File: config.mk
export PLATFORM = sky130hd
export DESIGN_NAME = maxpool_relu_stage_flat
export DESIGN_NICKNAME = d
export VERILOG_FILES = /design/src/rtl/maxpool_relu_stage_if.sv /design/src/rtl/maxpool_relu_stage.sv /design/src/flat_wrapper.sv
export SDC_FILE = /design/constraint.sdc
export NUM_CORES = 1
export LEC_CHECK = 0
export ABC_AREA = 1
export BUFFER_PORTS_ARGS = -buffer_cell sky130_fd_sc_hd__clkbuf_2
export CAP_MARGIN = 20
export CORE_MARGIN = 4
export CORE_UTILIZATION = 60
export DETAILED_ROUTE_END_ITERATION = 10
export GPL_TIMING_DRIVEN = 1
export PLACE_DENSITY = 0.82
export SLEW_MARGIN = 20
export SYNTH_ARGS = -nofsm -noshare
export SYNTH_HDL_FRONTEND = slang
export SYNTH_SLANG_ARGS = --single-unit
File: constraint.sdc
create_clock -name ACLK -period 5 [get_ports ACLK]
set_input_delay 0.25 -clock ACLK [delete_from_list [all_inputs] [get_ports ACLK]]
set_output_delay 0.25 -clock ACLK [all_outputs]
set_load 0.02 [all_outputs]
File: src/rtl/maxpool_relu_stage_if.sv
// BRAM-side bus of the max-pool stage: conv-map read port and pooled-map write port.
// Read data is expected one cycle after rd_en; neither port applies backpressure.
interface maxpool_relu_stage_if #(
    parameter int DATA_W = 32,
    parameter int ADDR_W = 12
);
    logic              rd_en;
    logic [ADDR_W-1:0] rd_addr;
    logic [DATA_W-1:0] rd_data;
    logic              wr_en;
    logic [ADDR_W-1:0] wr_addr;
    logic [DATA_W-1:0] wr_data;

    modport master (
        output rd_en, rd_addr,
        input  rd_data,
        output wr_en, wr_addr, wr_data
    );

    modport slave (
        input  rd_en, rd_addr,
        output rd_data,
        input  wr_en, wr_addr, wr_data
    );
endinterface

File: src/rtl/maxpool_relu_stage.sv
// 2x2 stride-2 max-pool with optional ReLU, reading a conv map from BRAM and writing the pooled map.
// 6 cycles per window, done 6*OUT_DIM^2 cycles after the first read; no backpressure, BRAMs always ready.
module maxpool_relu_stage #(
    parameter int IN_DIM  = 56,
    parameter int DATA_W  = 32,
    parameter int ADDR_W  = 12,
    parameter bit RELU_EN = 1'b1
) (
    input  logic ACLK,
    input  logic ARESETn,
    input  logic start,
    output logic busy,
    output logic done,
    maxpool_relu_stage_if.master bram
);
    localparam int OUT_DIM = IN_DIM / 2;
    localparam logic [ADDR_W-1:0] ROW_OFS  = ADDR_W'(IN_DIM);
    localparam logic [ADDR_W-1:0] COL_STEP = ADDR_W'(2);
    // From the last window of a row to the first of the next, skipping any odd trailing column.
    localparam logic [ADDR_W-1:0] ROW_STEP = ADDR_W'(2 * IN_DIM - 2 * (OUT_DIM - 1));
    localparam logic [ADDR_W-1:0] LAST_COL = ADDR_W'(OUT_DIM - 1);
    localparam logic [ADDR_W-1:0] LAST_WIN = ADDR_W'(OUT_DIM * OUT_DIM - 1);

    typedef enum logic [2:0] {S_IDLE, S_READ, S_DRAIN, S_WRITE, S_DONE} state_t;

    state_t                   state_q, state_d;
    logic [1:0]               tap_q, tap_d;
    logic [ADDR_W-1:0]        base_q, base_d;
    logic [ADDR_W-1:0]        col_q, col_d;
    logic [ADDR_W-1:0]        win_q, win_d;
    logic signed [DATA_W-1:0] max_q, max_d;
    logic                     busy_q, busy_d;
    logic                     done_q, done_d;
    logic                     rd_en_q, rd_en_d;
    logic [ADDR_W-1:0]        rd_addr_q, rd_addr_d;
    logic                     wr_en_q, wr_en_d;
    logic [ADDR_W-1:0]        wr_addr_q, wr_addr_d;
    logic [DATA_W-1:0]        wr_data_q, wr_data_d;
    logic signed [DATA_W-1:0] rd_sdata;

    assign rd_sdata = bram.rd_data;

    function automatic logic [ADDR_W-1:0] tap_ofs(input logic [1:0] k);
        case (k)
            2'd0:    return '0;
            2'd1:    return ADDR_W'(1);
            2'd2:    return ROW_OFS;
            default: return ROW_OFS + ADDR_W'(1);
        endcase
    endfunction

    always_comb begin
        state_d   = state_q;
        tap_d     = tap_q;
        base_d    = base_q;
        col_d     = col_q;
        win_d     = win_q;
        max_d     = max_q;
        rd_en_d   = 1'b0;
        rd_addr_d = rd_addr_q;
        wr_en_d   = 1'b0;
        wr_addr_d = wr_addr_q;
        wr_data_d = wr_data_q;
        case (state_q)
            S_IDLE: begin
                if (start) begin
                    state_d   = S_READ;
                    tap_d     = 2'd0;
                    rd_en_d   = 1'b1;
                    rd_addr_d = base_q;
                end
            end
            S_READ: begin
                // rd_data here belongs to the tap issued one cycle earlier (tap_q - 1).
                if (tap_q == 2'd1) begin
                    max_d = rd_sdata;
                end else if (tap_q != 2'd0 && rd_sdata > max_q) begin
                    max_d = rd_sdata;
                end
                if (tap_q == 2'd3) begin
                    state_d = S_DRAIN;
                end else begin
                    tap_d     = tap_q + 2'd1;
                    rd_en_d   = 1'b1;
                    rd_addr_d = base_q + tap_ofs(tap_q + 2'd1);
                end
            end
            S_DRAIN: begin
                if (rd_sdata > max_q) begin
                    max_d = rd_sdata;
                end
                state_d   = S_WRITE;
                wr_en_d   = 1'b1;
                wr_addr_d = win_q;
                wr_data_d = (RELU_EN && max_d[DATA_W-1]) ? '0 : max_d;
            end
            S_WRITE: begin
                tap_d = 2'd0;
                if (win_q == LAST_WIN) begin
                    state_d = S_DONE;
                    base_d  = '0;
                    col_d   = '0;
                    win_d   = '0;
                end else begin
                    state_d = S_READ;
                    rd_en_d = 1'b1;
                    win_d   = win_q + ADDR_W'(1);
                    if (col_q == LAST_COL) begin
                        col_d  = '0;
                        base_d = base_q + ROW_STEP;
                    end else begin
                        col_d  = col_q + ADDR_W'(1);
                        base_d = base_q + COL_STEP;
                    end
                    rd_addr_d = base_d;
                end
            end
            S_DONE:  state_d = S_IDLE;
            default: state_d = S_IDLE;
        endcase
        busy_d = (state_d != S_IDLE);
        done_d = (state_d == S_DONE);
    end

    always_ff @(posedge ACLK or negedge ARESETn) begin
        if (!ARESETn) begin
            state_q   <= S_IDLE;
            tap_q     <= '0;
            base_q    <= '0;
            col_q     <= '0;
            win_q     <= '0;
            max_q     <= '0;
            busy_q    <= 1'b0;
            done_q    <= 1'b0;
            rd_en_q   <= 1'b0;
            rd_addr_q <= '0;
            wr_en_q   <= 1'b0;
            wr_addr_q <= '0;
            wr_data_q <= '0;
        end else begin
            state_q   <= state_d;
            tap_q     <= tap_d;
            base_q    <= base_d;
            col_q     <= col_d;
            win_q     <= win_d;
            max_q     <= max_d;
            busy_q    <= busy_d;
            done_q    <= done_d;
            rd_en_q   <= rd_en_d;
            rd_addr_q <= rd_addr_d;
            wr_en_q   <= wr_en_d;
            wr_addr_q <= wr_addr_d;
            wr_data_q <= wr_data_d;
        end
    end

    assign busy         = busy_q;
    assign done         = done_q;
    assign bram.rd_en   = rd_en_q;
    assign bram.rd_addr = rd_addr_q;
    assign bram.wr_en   = wr_en_q;
    assign bram.wr_addr = wr_addr_q;
    assign bram.wr_data = wr_data_q;
endmodule

File: src/flat_wrapper.sv
// flat-port wrapper written by rule: the top's interface ports become plain ports
module maxpool_relu_stage_flat 
#(
    parameter int IN_DIM  = 56,
    parameter int DATA_W  = 32,
    parameter int ADDR_W  = 12,
    parameter bit RELU_EN = 1'b1
)
  (ACLK, ARESETn, start, busy, done, bram_rd_en, bram_rd_addr, bram_rd_data, bram_wr_en, bram_wr_addr, bram_wr_data);
  maxpool_relu_stage_if #(.DATA_W(DATA_W), .ADDR_W(ADDR_W)) bram_i ();
  input  logic ACLK;
  input  logic ARESETn;
  input  logic start;
  output logic busy;
  output logic done;
  output wire logic [$bits(bram_i.rd_en)-1:0] bram_rd_en;
  output wire logic [$bits(bram_i.rd_addr)-1:0] bram_rd_addr;
  input wire logic [$bits(bram_i.rd_data)-1:0] bram_rd_data;
  output wire logic [$bits(bram_i.wr_en)-1:0] bram_wr_en;
  output wire logic [$bits(bram_i.wr_addr)-1:0] bram_wr_addr;
  output wire logic [$bits(bram_i.wr_data)-1:0] bram_wr_data;
  assign bram_rd_en = bram_i.rd_en;
  assign bram_rd_addr = bram_i.rd_addr;
  assign bram_i.rd_data = bram_rd_data;
  assign bram_wr_en = bram_i.wr_en;
  assign bram_wr_addr = bram_i.wr_addr;
  assign bram_wr_data = bram_i.wr_data;
  maxpool_relu_stage #(.IN_DIM(IN_DIM), .DATA_W(DATA_W), .ADDR_W(ADDR_W), .RELU_EN(RELU_EN)) u_core (.ACLK(ACLK), .ARESETn(ARESETn), .start(start), .busy(busy), .done(done), .bram(bram_i));
endmodule
# == Word-level counts from Yosys, hierarchy flattened ==
# Index checks and enable logic that the tools add are counted.
# op_classes
n_mux,30
eq_ne,14
addsub,6
n_reduce_logical,10
magnitude_cmp,1
# op_table
cell,count
$mux 32,4
$mux 12,10
$pmux 32 s2,1
$pmux 12 s3,1
$gt 32x32->1,1
$mux 31,1
$add 12x1->12 const B,2
$pmux 6 s3,1
$add 12x12->12,1
$add 12x2->12 const B,1
$add 12x6->12 const B,1
$eq 12x10->1 const B,1
$eq 12x5->1 const B,1
$pmux 3 s4,1
$mux 3,3
$eq 3x2->1 const B,2
$ne 2x2->1 const B,3
$pmux 2 s3,1
$reduce_bool 3->1,2
$eq 2x1->1 const B,2
$eq 2x2->1 const B,2
$mux 1,4
$mux 2,2
$reduce_and 4->1,1
11 further kinds,12
# word_totals
ff_bits,133

# == Logic depth before layout (Yosys ltp) ==
# Gate-level depths: netlist of the first run.
# logic_depth
depth_word,8
depth_mapped,21
ltp_nobuf,20

# == Worst setup path after synthesis of the first run ==
# Ideal clock, no wire load.
# synth_path
path_kind,reg-to-reg
startpoint,reg u_core.col_q[0]
endpoint,reg u_core.rd_addr_q[6] (netlist: u_core.bram.rd_addr[6])
t_arrival_ns,2.361
n_path_buf,0
synth_period_minus_slack_ns,2.490
slack_ns,2.510
path_stages_with_launch,14
t_required_ns,4.871
path_cell_list,dfrtp_1 ha_1 inv_1 nor4_1 nand2_1 nor4_1 ha_1 nand2_1 nand2_1 a31oi_1 nand2_1 xor2_1 a221oi_1 o21ai_0
# synth_via
elab_chain_len,4
# synth_rtl
item,line_no,source
start: declaration,maxpool_relu_stage.sv:29,"logic [ADDR_W-1:0] col_q, col_d;"
start signal: assignment,maxpool_relu_stage.sv:144,col_q <= col_d;
$eq 12x5->1,maxpool_relu_stage.sv:108,if (col_q == LAST_COL) begin
$mux 12,maxpool_relu_stage.sv:108,
$mux 12,maxpool_relu_stage.sv:99,if (win_q == LAST_WIN) begin
$pmux 12 s3,maxpool_relu_stage.sv:64,case (state_q)
end signal: assignment,maxpool_relu_stage.sv:150,rd_addr_q <= rd_addr_d;
end: declaration,maxpool_relu_stage.sv:35,"logic [ADDR_W-1:0] rd_addr_q, rd_addr_d;"
# Every way passes these cells. The select of a mux whose other input is x is not followed.
# A chain may end at the register's enable or synchronous reset.

# == Final worst setup path of the first run ==
# layout_path
startpoint,reg u_core.max_q[31]
endpoint,reg u_core.max_q[3]
# layout_via
elab_chain_len,4
word_cells_on_any_way,7
cone_classes,order compare: 1; eq/ne: 1; mux: 3; reduce/logical: 2
# layout_rtl
item,line_no,source
start: declaration,maxpool_relu_stage.sv:31,"logic signed [DATA_W-1:0] max_q, max_d;"
start signal: assignment,maxpool_relu_stage.sv:146,max_q <= max_d;
$gt 32x32->1 (*),"maxpool_relu_stage.sv:77, maxpool_relu_stage.sv:89",
$mux 32 / $logic_and 1x1->1 (equally long branches),"maxpool_relu_stage.sv:89, maxpool_relu_stage.sv:77",
$mux 32 / $ne 3x1->1 (equally long branches),--,
$pmux 32 s2 / $reduce_and 2->1 (equally long branches),--,
# Every way passes the cells marked *; elsewhere a longest branch is shown, timed or not. The select of a mux whose other input is x is not followed.

==> results.cfg, run 1 <==
[outcome]
outcome = finished clean

[route]
drt_first_pass_iters = 5
viasPerCell = 5.50
drc = 0
wl_per_cell_um = 14.5
via_count = 7218
final_antenna_net_count = 0
drt-total-wl_mm = 19.0
drt_iter0_drc = 673

[logic_synthesis]
async_flop_share = 1.00
synth_fa_ha_area_frac = 0.0720
synth_top_family_by_area = simple AND/OR/NAND/NOR gates
synth-main-ff-cell = dfrtp_1
yosysSeqAreaShare = 0.419
syn-mean-instance-area_um2 = 7.44
synth-compound-area-share = 0.0744
synth_mux_area_frac = 0
synth.distinct_cells = 40
ys.warnings.count = 0
synth-seq-cells = 131
yosys.area_share.simple = 0.316
synth-xor-area-share = 0.0247
synth-edff-count = 0
syn_area_mm2 = 0.00782
synthCells = 1051

[cells_and_area]
num-nets-final = 1208
final_core_util = 0.705
drive_gt1_frac = 0.130
final_common_cell = nand2_1
syn2layout_area_growth_pct = 14.3
num_antenna_cells = 0
final_cell_mix = nand2_1 (388), dfrtp_1 (131), inv_1 (129)

[worst_setup_path]
arrival_ns = 3.83
cp-end-kind = register
timing.rr.start = u_core.max_q[31]$_DFFE_PN0P_
startpoint_type = register
required_ns = 5.31
reg2reg_slack_ns = 1.47
crit_start = u_core.max_q[31]$_DFFE_PN0P_
critPathKind = register to register
cp_max_fo = 34

[timing]
fmax_ghz = 0.284
hold_viol = 0
post-route-min-period_ns = 3.53
holdWs_ns = 0.142
setup_tns_ns = 0
skew_ns = 0.00656
period_share = 0.705
relSlewSlack = 0.403
rsz0062_at_grt = false
slew_violations = 0
worst_pin_slew_ns = 0.896
finalSetupViolations = 0

[floorplanning]
ios = 95
die_area_mm2 = 0.0149
start_util = 0.617
row_count = 41
dieHeight_um = 122
fp.coreArea_mm2 = 0.0127
die-width_um = 122

[power_and_ir_drop]
leakagePower_nw = 4.89
power_mw = 3.99
max-vdd-ir-drop_v = 0.000233
power.density_mw_per_mm2 = 446

[job]
max-cap-violations = 0

[clock_tree]
insertion_delay_ns = 0.42
cts_root_buffer = clkbuf_16
ctsResizeCount = 0
clk_transition_reported_paths_ns = 0.06
cts_tree = built
htree_levels = 4
cts_max_path_buffers = 2
clock_sinks = 131
cts_made_buffers = 17

[global_routing]
first_global_vias = 6712
grt_max_degree = 89
antenna_found_initial = 1
gr-usage-all-layers = 0.266
overflow = 0
grt_pass1_wl_mm = 31.5

[hold_path]
hold_class = input pin to register
min_from = bram_rd_data[0]

[placement]
place_congestion = 0.923
dp_hpwl_mm = 12.6
portBuffers = 93
-- state kept, by name (all words and copies together), names as in the netlist --
signal	cells
u_core.bram.wr_en	1
u_core.tap_q	2
u_core.busy	1
u_core.win_q	12
u_core.bram.wr_addr	12
u_core.bram.rd_addr	12
u_core.base_q	11
u_core.done	1
u_core.bram.wr_data	31
u_core.col_q	12
u_core.state_q	3
u_core.bram.rd_en	1
u_core.max_q	32
-- logic make-up (layout without fill, tap and decap cells) --
group | Yosys count | in the layout
adder cells (fa/ha/maj) | 45 | 45
XOR/XNOR | 22 | 22
AND/OR/NAND/NOR | 568 | 568
buffers and inverters | 180 | 269
flip-flops | 131 | 131
other | 1 | 2
AO/OA/AOI/OAI | 104 | 104
-- where the power goes --
part / switching (mW) / total (mW) / internal, mW / leakage [nW]
clock: 0.436 / 1.21 / 0.775 / 0.288
sequential: 0.105 / 1.37 / 1.26 / 1.67
combinational: 0.947 / 1.41 / 0.458 / 2.93
-- Yosys cell counts (10+ instances only) --
library cell	count	area (µm²)
clkbuf_1	18	67.6
nor3_1	10	50.1
a21oi_1	26	130
buf_4	11	82.6
nand4_1	70	438
o21ai_0	50	250
buf_2	10	50.1
nand3_1	46	230
ha_1	45	563
dfrtp_1	131	3280
xor2_1	21	184
nand2_1	388	1460
nor2_1	34	128
inv_1	129	484
-- critical path, cell delays in order, from the launching register on --
cell and delay [ns]:
dfrtp_1 0.36, inv_1 0.07, ha_1 0.35, nand2_1 0.09, nor2_1 0.15, nand2_1 0.13, nor3b_2 0.19, nand2_1 0.10
nand2_1 0.08, nand2_2 0.41, nand4_1 0.21, nand2_1 0.08, nand2_2 0.50, inv_2 0.43, nand2_1 0.18, nand2_1 0.07
-- path summary, 6_finish.rpt --
kind / end / cells past startpoint
min in group asynchronous: u_core.bram.wr_data[8]$_DFFE_PN0P_ / 2
max reg2reg: u_core.max_q[3]$_DFFE_PN0P_ / 15
max: u_core.max_q[3]$_DFFE_PN0P_ / 15
min: u_core.max_q[0]$_DFFE_PN0P_ / 5
min reg2reg: u_core.bram.rd_addr[0]$_DFFE_PN0P_ / 2
max in group asynchronous: u_core.max_q[27]$_DFFE_PN0P_ / 3
-- stage by stage --
stage,cells,area [µm²],setup slack (ns)
finish,1313,8930,1.47
global route,1313,8930,1.14
CTS,1313,8930,1.46
detailed placement,1280,8340,1.52
global placement,1280,8340,1.62
floorplan,1052,7820,2.51
-- layer usage --
layer / global-route usage / vias up / wire length [µm]
li1: - / 3551 / -
met3: 0.0557 / 36 / 1300
met1: 0.358 / 3370 / 8450
met2: 0.431 / 259 / 8910
met5: 0 / - / 13
met4: 0.0917 / 2 / 334
-- area by class of cell --
type / count / area, µm²
tap: 172 / 215
timing repair buffer: 100 / 527
clock buffer: 29 / 541
clock inverter: 3 / 40.0
multi-input combinational: 741 / 3820
fill: 1065 / 3740
sequential: 131 / 3280
inverter: 137 / 514
-- timing repair --
action | 4_1_cts | 5_1_grt
hold buffers | 1 | 0
setup buffers | 0 | 0
endpoints found under the hold margin | 72 | 0
No activity file was read; power rests on OpenSTA's default activity.
==> run 2: changes to the inputs <==
Settings changed: CORE_UTILIZATION 60 to 53, PLACE_DENSITY 0.82 to 0.77.
Clock period 5 ns to 2.88 ns, I/O delays scaled along.
==> run 2 against run 1 <==
- clock-buffer cell count shrank 5
- maximum frequency rose by 31%
- sequential power rose by 73%
- critical path type unchanged
- highest routed layer is now met4
- sequential share of layout area is 0.37 points lower
- critical endpoint is now u_core.bram.rd_addr[8]$_DFFE_PN0P_
- clock skew increased by 0.00076 ns
- total power rose by 71%
==> results.cfg, run 2 (synthesized netlist as in run 1, its figures left out) <==
[outcome]
outcome = finished clean

[timing]
fmax_ghz = 0.372
finalSetupViolations = 0
post-route-min-period_ns = 2.68
hold_viol = 0
skew_ns = 0.00732
relSlewSlack = 0.526
slew_violations = 0
period_share = 0.932
worst_pin_slew_ns = 0.710
setup_tns_ns = 0

[worst_setup_path]
critical-path-top-delay-family = compound AO/OA/AOI/OAI gates
crit_buf_inv = 3
critPathKind = register to register
critPathMaxStageDelay_ns = 0.37
cp_num_cells = 14
path_cells = inv_1, ha_1, ha_1, inv_1, o21bai_2, nand2_1, nand2_1, inv_1, o21ai_0, nand2_1, o21ai_0, o21ai_0, a21oi_1, o21ai_0
arrival_ns = 2.97
cp-end-kind = register
required_ns = 3.17
crit_top_cell = o21ai_0
cp_max_fo = 4
startpoint_type = register
r2r_cells = 14
critPathSlowestCell = dfrtp_1

[power_and_ir_drop]
pwr-share-seq = 0.349
p_int_mw = 4.24
max-vdd-ir-drop_v = 0.000376
switchingPower_mw = 2.56
swShare = 0.377
power.density_mw_per_mm2 = 754
combinationalPowerShare = 0.365
leakagePower_nw = 4.93
power_mw = 6.80
clkPwrFrac = 0.286

[route]
wl_per_cell_um = 14.2
final_antenna_net_count = 0
viasPerCell = 5.32
drt_iter0_drc = 437
drt_first_pass_iters = 5
drt-total-wl_mm = 18.9
drc = 0
via_count = 7092

[clock_tree]
cts_root_buffer = clkbuf_16
cts_max_path_buffers = 2
htree_levels = 4
clk_transition_reported_paths_ns = 0.06
clock_sinks = 131
cts_made_buffers = 17
insertion_delay_ns = 0.42
cts_tree = built

[placement]
placed_area_mm2 = 0.00844
place_congestion = 0.904
portBuffers = 93
dp_hpwl_mm = 13.0

[cells_and_area]
largest_reg_flops = 32
num-nets-final = 1219
num_antenna_cells = 0
final_cell_mix = nand2_1 (388), dfrtp_1 (131), inv_1 (129)
final_area_mm2 = 0.00902
top_register = u_core.max_q
syn2layout_area_growth_pct = 15.4
drive_gt1_frac = 0.141
final_common_cell = nand2_1

[floorplanning]
fp.coreArea_mm2 = 0.0145
start_util = 0.540
die_area_mm2 = 0.0168
row_count = 44
ios = 95
die-width_um = 129
dieHeight_um = 129

[job]
max-cap-violations = 0

[global_routing]
antenna_found_initial = 0
overflow = 0
grt_max_degree = 67
grt_pass1_wl_mm = 32.1
gr-usage-all-layers = 0.237
first_global_vias = 6854

[hold_path]
worstHoldPathCells = 5
hold_class = input pin to register
-- run 2: what timing repair did --
action / 4_1_cts / 5_1_grt
buffers inserted: 0 / 2
endpoints found under the hold margin: 47 / 0
hold buffers: 1 / 0
setup endpoints to repair: 0 / 61
resized for setup: 0 / 9
-- run 2: path summary, 6_finish.rpt --
path	startpoint	endpoint	slack [ns]
worst min register to register	u_core.bram.wr_addr[11]$_DFFE_PN0P_	u_core.bram.wr_addr[11]$_DFFE_PN0P_	0.47
worst min-delay path	bram_rd_data[21]	u_core.max_q[21]$_DFFE_PN0P_	0.05
max in group asynchronous	ARESETn	u_core.base_q[1]$_DFFE_PN0P_	1.88
worst max-delay path	u_core.tap_q[0]$_DFFE_PN0P_	u_core.bram.rd_addr[8]$_DFFE_PN0P_	0.20
min in group asynchronous	ARESETn	u_core.bram.wr_data[8]$_DFFE_PN0P_	0.24
worst max register to register	u_core.tap_q[0]$_DFFE_PN0P_	u_core.bram.rd_addr[8]$_DFFE_PN0P_	0.20
-- run 2: layer usage --
| layer | up-vias | GRT usage | wire length (µm) |
|---|---|---|---|
| met1 | 3298 | 0.303 | 8420 |
| met5 | - | 0 | 0 |
| li1 | 3576 | - | - |
| met4 | 0 | 0.0789 | 279 |
| met3 | 25 | 0.0420 | 911 |
| met2 | 193 | 0.407 | 9270 |
-- run 2: worst reg2reg max path: stages, from the launching register on --
cell	delay, ns
dfrtp_1	0.37
inv_1	0.08
ha_1	0.37
ha_1	0.32
inv_1	0.07
o21bai_2	0.16
nand2_1	0.07
nand2_1	0.14
inv_1	0.05
o21ai_0	0.15
nand2_1	0.15
o21ai_0	0.18
o21ai_0	0.12
a21oi_1	0.22
o21ai_0	0.11
-- run 2: stage by stage --
step                worst slack [ns]  cells  hold slack [ns]   util
detailed placement             0.158   1301            0.120  0.583
CTS                            0.142   1332           0.0337  0.619
finish                         0.195   1334           0.0544  0.623
global route                -0.00694   1334           0.0816  0.623
floorplan                      0.391   1052           -0.152      -
global placement               0.260   1301            0.119  0.583
-- run 2: layout make-up --
cell class	count	area, µm²
inverter	137	517
clock buffer	24	462
tap	184	230
fill	1292	5460
sequential	131	3280
multi-input combinational	741	3860
clock inverter	6	57.6
timing repair buffer	111	622
-- run 2: power by group through the flow --
| stage | sequential, mW | combinational [mW] | clock [mW] |
|---|---|---|---|
| floorplan | 2.58 | 1.63 | 0 |
| global placement | 2.39 | 2.40 | 0 |
| detailed placement | 2.40 | 2.47 | 0 |
| CTS | 2.37 | 2.49 | 1.98 |
| global route | 2.41 | 2.88 | 2.07 |
| finish | 2.37 | 2.48 | 1.95 |
==> run 3: changes to the inputs <==
--- a/config.mk
+++ b/config.mk
@@ -13,3 +13,2 @@
 export DETAILED_ROUTE_END_ITERATION = 10
-export GPL_TIMING_DRIVEN = 1
 export PLACE_DENSITY = 0.77
==> constraint.sdc (replaced) <==
create_clock -name ACLK -period 2.4 [get_ports ACLK]
set_input_delay 0.12 -clock ACLK [delete_from_list [all_inputs] [get_ports ACLK]]
set_output_delay 0.12 -clock ACLK [all_outputs]
set_load 0.005 [all_outputs]
==> run 3 against run 2 <==
- the run now ends with setup timing left
- total power is 33% higher
- sequential share of layout area fell by 3.9 points
- cell count increased by 4.4%
- global-route usage increased by 0.82 points
- register-to-register slack lost 0.59 ns
- routed wire length up 14%
- highest routed layer unchanged
==> results.cfg, run 3 (synthesized netlist as in run 1, its figures left out) <==
[hold_path]
worstHoldPathCells = 5
hold_path_end = u_core.max_q[0]$_DFFE_PN0P_
hold_class = input pin to register
min_from = bram_rd_data[0]

[route]
drt_first_pass_iters = 6
wl_per_cell_um = 15.4
final_antenna_net_count = 0
drc = 0
via_count = 7737
viasPerCell = 5.55
drt_iter0_drc = 528
drt-total-wl_mm = 21.5

[worst_setup_path]
arrival_ns = 3.15
r2r_cells = 20
startpoint_type = register
critPathKind = register to register
crit_start = u_core.col_q[0]$_DFFE_PN0P_
cp_max_fo = 4
reg2reg_slack_ns = -0.40
critPathMaxStageDelay_ns = 0.35
cp-end-kind = register
critPathSlowestCell = dfrtp_1
critical-path-top-delay-family = simple AND/OR/NAND/NOR gates
timing.rr.end = u_core.base_q[9]$_DFFE_PN0P_
path_cells = ha_2, inv_2, nor4_4, nand2_1, nor4_2, buf_4, buf_6, ha_4, nand2_2, inv_2, nor2_1, o21bai_1, nand2_1, nand2_1, nand2_2, nor2_2, xor2_1, buf_4, nand2_2, o21ai_1
crit_buf_inv = 5
required_ns = 2.75
timing.rr.start = u_core.col_q[0]$_DFFE_PN0P_

[outcome]
outcome = finished with violations
violations = setup timing

[cells_and_area]
largest_reg_flops = 32
register_area_mm2 = 0.00328
num_antenna_cells = 0
num-nets-final = 1276
layout.cells.non_filler = 1393
syn2layout_area_growth_pct = 29.5
final_cell_mix = nand2_1 (362), dfrtp_1 (131), inv_1 (112)
top_register = u_core.max_q
final_common_cell = nand2_1
drive_gt1_frac = 0.262
nFillCells = 1075
multi_input_area_mm2 = 0.00436

[placement]
portBuffers = 93
place_congestion = 0.869
place_ws_ns = -0.212
dp.cells = 1337
dp_hpwl_mm = 13.5

[timing]
relSlewSlack = 0.498
holdWs_ns = 0.0189
finalSetupViolations = 15
period_share = 1.17
post-route-min-period_ns = 2.80
worst_pin_slew_ns = 0.753
rsz0062_at_grt = true
slew_violations = 0
skew_ns = 0.00772
hold_viol = 0
fmax_ghz = 0.357
setup_slack_ns = -0.398

[power_and_ir_drop]
power.density_mw_per_mm2 = 895
swShare = 0.359
max-vdd-ir-drop_v = 0.000598
combinationalPowerShare = 0.388
switchingPower_mw = 3.25
leakagePower_nw = 5.31
p_int_mw = 5.81
clkPwrFrac = 0.296
pwr-share-seq = 0.316
power_mw = 9.06

[global_routing]
antenna_found_initial = 0
grt_pass1_wl_mm = 33.0
first_global_vias = 7057
grt_max_degree = 82
overflow = 0
gr-usage-all-layers = 0.245

[clock_tree]
clock_sinks = 131
cts_root_buffer = clkbuf_16
cts_made_buffers = 17
cts_max_path_buffers = 2
clk_transition_reported_paths_ns = 0.06
cts_tree = built
insertion_delay_ns = 0.43
htree_levels = 4

[job]
max-cap-violations = 0

[floorplanning]
start_util = 0.540
ios = 95
dieHeight_um = 129
fp.coreArea_mm2 = 0.0145
die-width_um = 129
row_count = 44
die_area_mm2 = 0.0168
run 3: changes by cell type in the layout (fill, tap and decap cells not counted), sizes merged:
cell / delta
clkbuf: -3
inv: +2
buf: +56
bufinv: +2
clkinvlp: +2
run 3: how the worst max path moves through the flow:
stage	to	slack (ns)	cells after the start
3_3_place_gp	u_core.bram.rd_addr[6]$_DFFE_PN0P_	-0.15	14
6_report	u_core.base_q[9]$_DFFE_PN0P_	-0.40	20
2_1_floorplan	u_core.bram.rd_addr[6]$_DFFE_PN0P_	0.05	13
4_1_cts	u_core.bram.rd_addr[9]$_DFFE_PN0P_	-0.09	21
3_5_place_dp	u_core.bram.rd_addr[6]$_DFFE_PN0P_	-0.21	14
5_1_grt	u_core.bram.rd_addr[9]$_DFFE_PN0P_	-0.53	21
run 3: worst register-to-register path, cell delays in order (launching register included):
cell,delay [ns]
dfrtp_1,0.35
ha_2,0.20
inv_2,0.05
nor4_4,0.14
nand2_1,0.11
nor4_2,0.18
buf_4,0.20
buf_6,0.11
ha_4,0.15
nand2_2,0.05
inv_2,0.05
nor2_1,0.04
o21bai_1,0.23
nand2_1,0.08
nand2_1,0.08
nand2_2,0.07
nor2_2,0.15
xor2_1,0.22
buf_4,0.15
nand2_2,0.04
o21ai_1,0.08
run 3: layer usage:
metal | global-route usage | part of all wire | wire [µm]
met1 | 0.311 | 0.42 | 9000
met2 | 0.416 | 0.49 | 10600
met3 | 0.0425 | 0.058 | 1250
met4 | 0.100 | 0.030 | 638
met5 | 0 | 0 | 0
run 3: area by class of cell:
type | instances | area share
Tap cell | 184 | 0.0227
Timing Repair Buffer | 168 | 0.111
Clock inverter | 12 | 0.0152
Sequential cell | 131 | 0.324
Multi-Input combinational cell | 741 | 0.430
Inverter | 137 | 0.0513
Clock buffer | 20 | 0.0451
run 3: per-stage QoR:
step | utilization | TNS (ns) | instance area (µm²)
after floorplan | - | 0 | 7830
after global placement | 0.603 | -0.480 | 8730
after detailed placement | 0.603 | -2.71 | 8730
after CTS | 0.656 | -0.310 | 9490
after global routing | 0.699 | -7.92 | 10100
final | 0.699 | -2.87 | 10100
run 3: timing repair:
action / in CTS / in global routing
setup buffers: 5 / 18
pin swaps: 7 / 36
setup endpoints to repair: 56 / 81
hold buffers: 1 / 0
hold endpoints to repair: 79 / 0
cloned: 0 / 1
resized for setup: 32 / 111
run 3: power by group through the flow:
stage | registers [mW] | logic, mW | clock network [mW]
global placement | 2.86 | 2.76 | 0
floorplan | 2.86 | 1.95 | 0
finish | 2.86 | 3.52 | 2.68
global route | 2.90 | 3.95 | 2.81
detailed placement | 2.88 | 2.85 | 0
CTS | 2.84 | 2.90 | 2.71
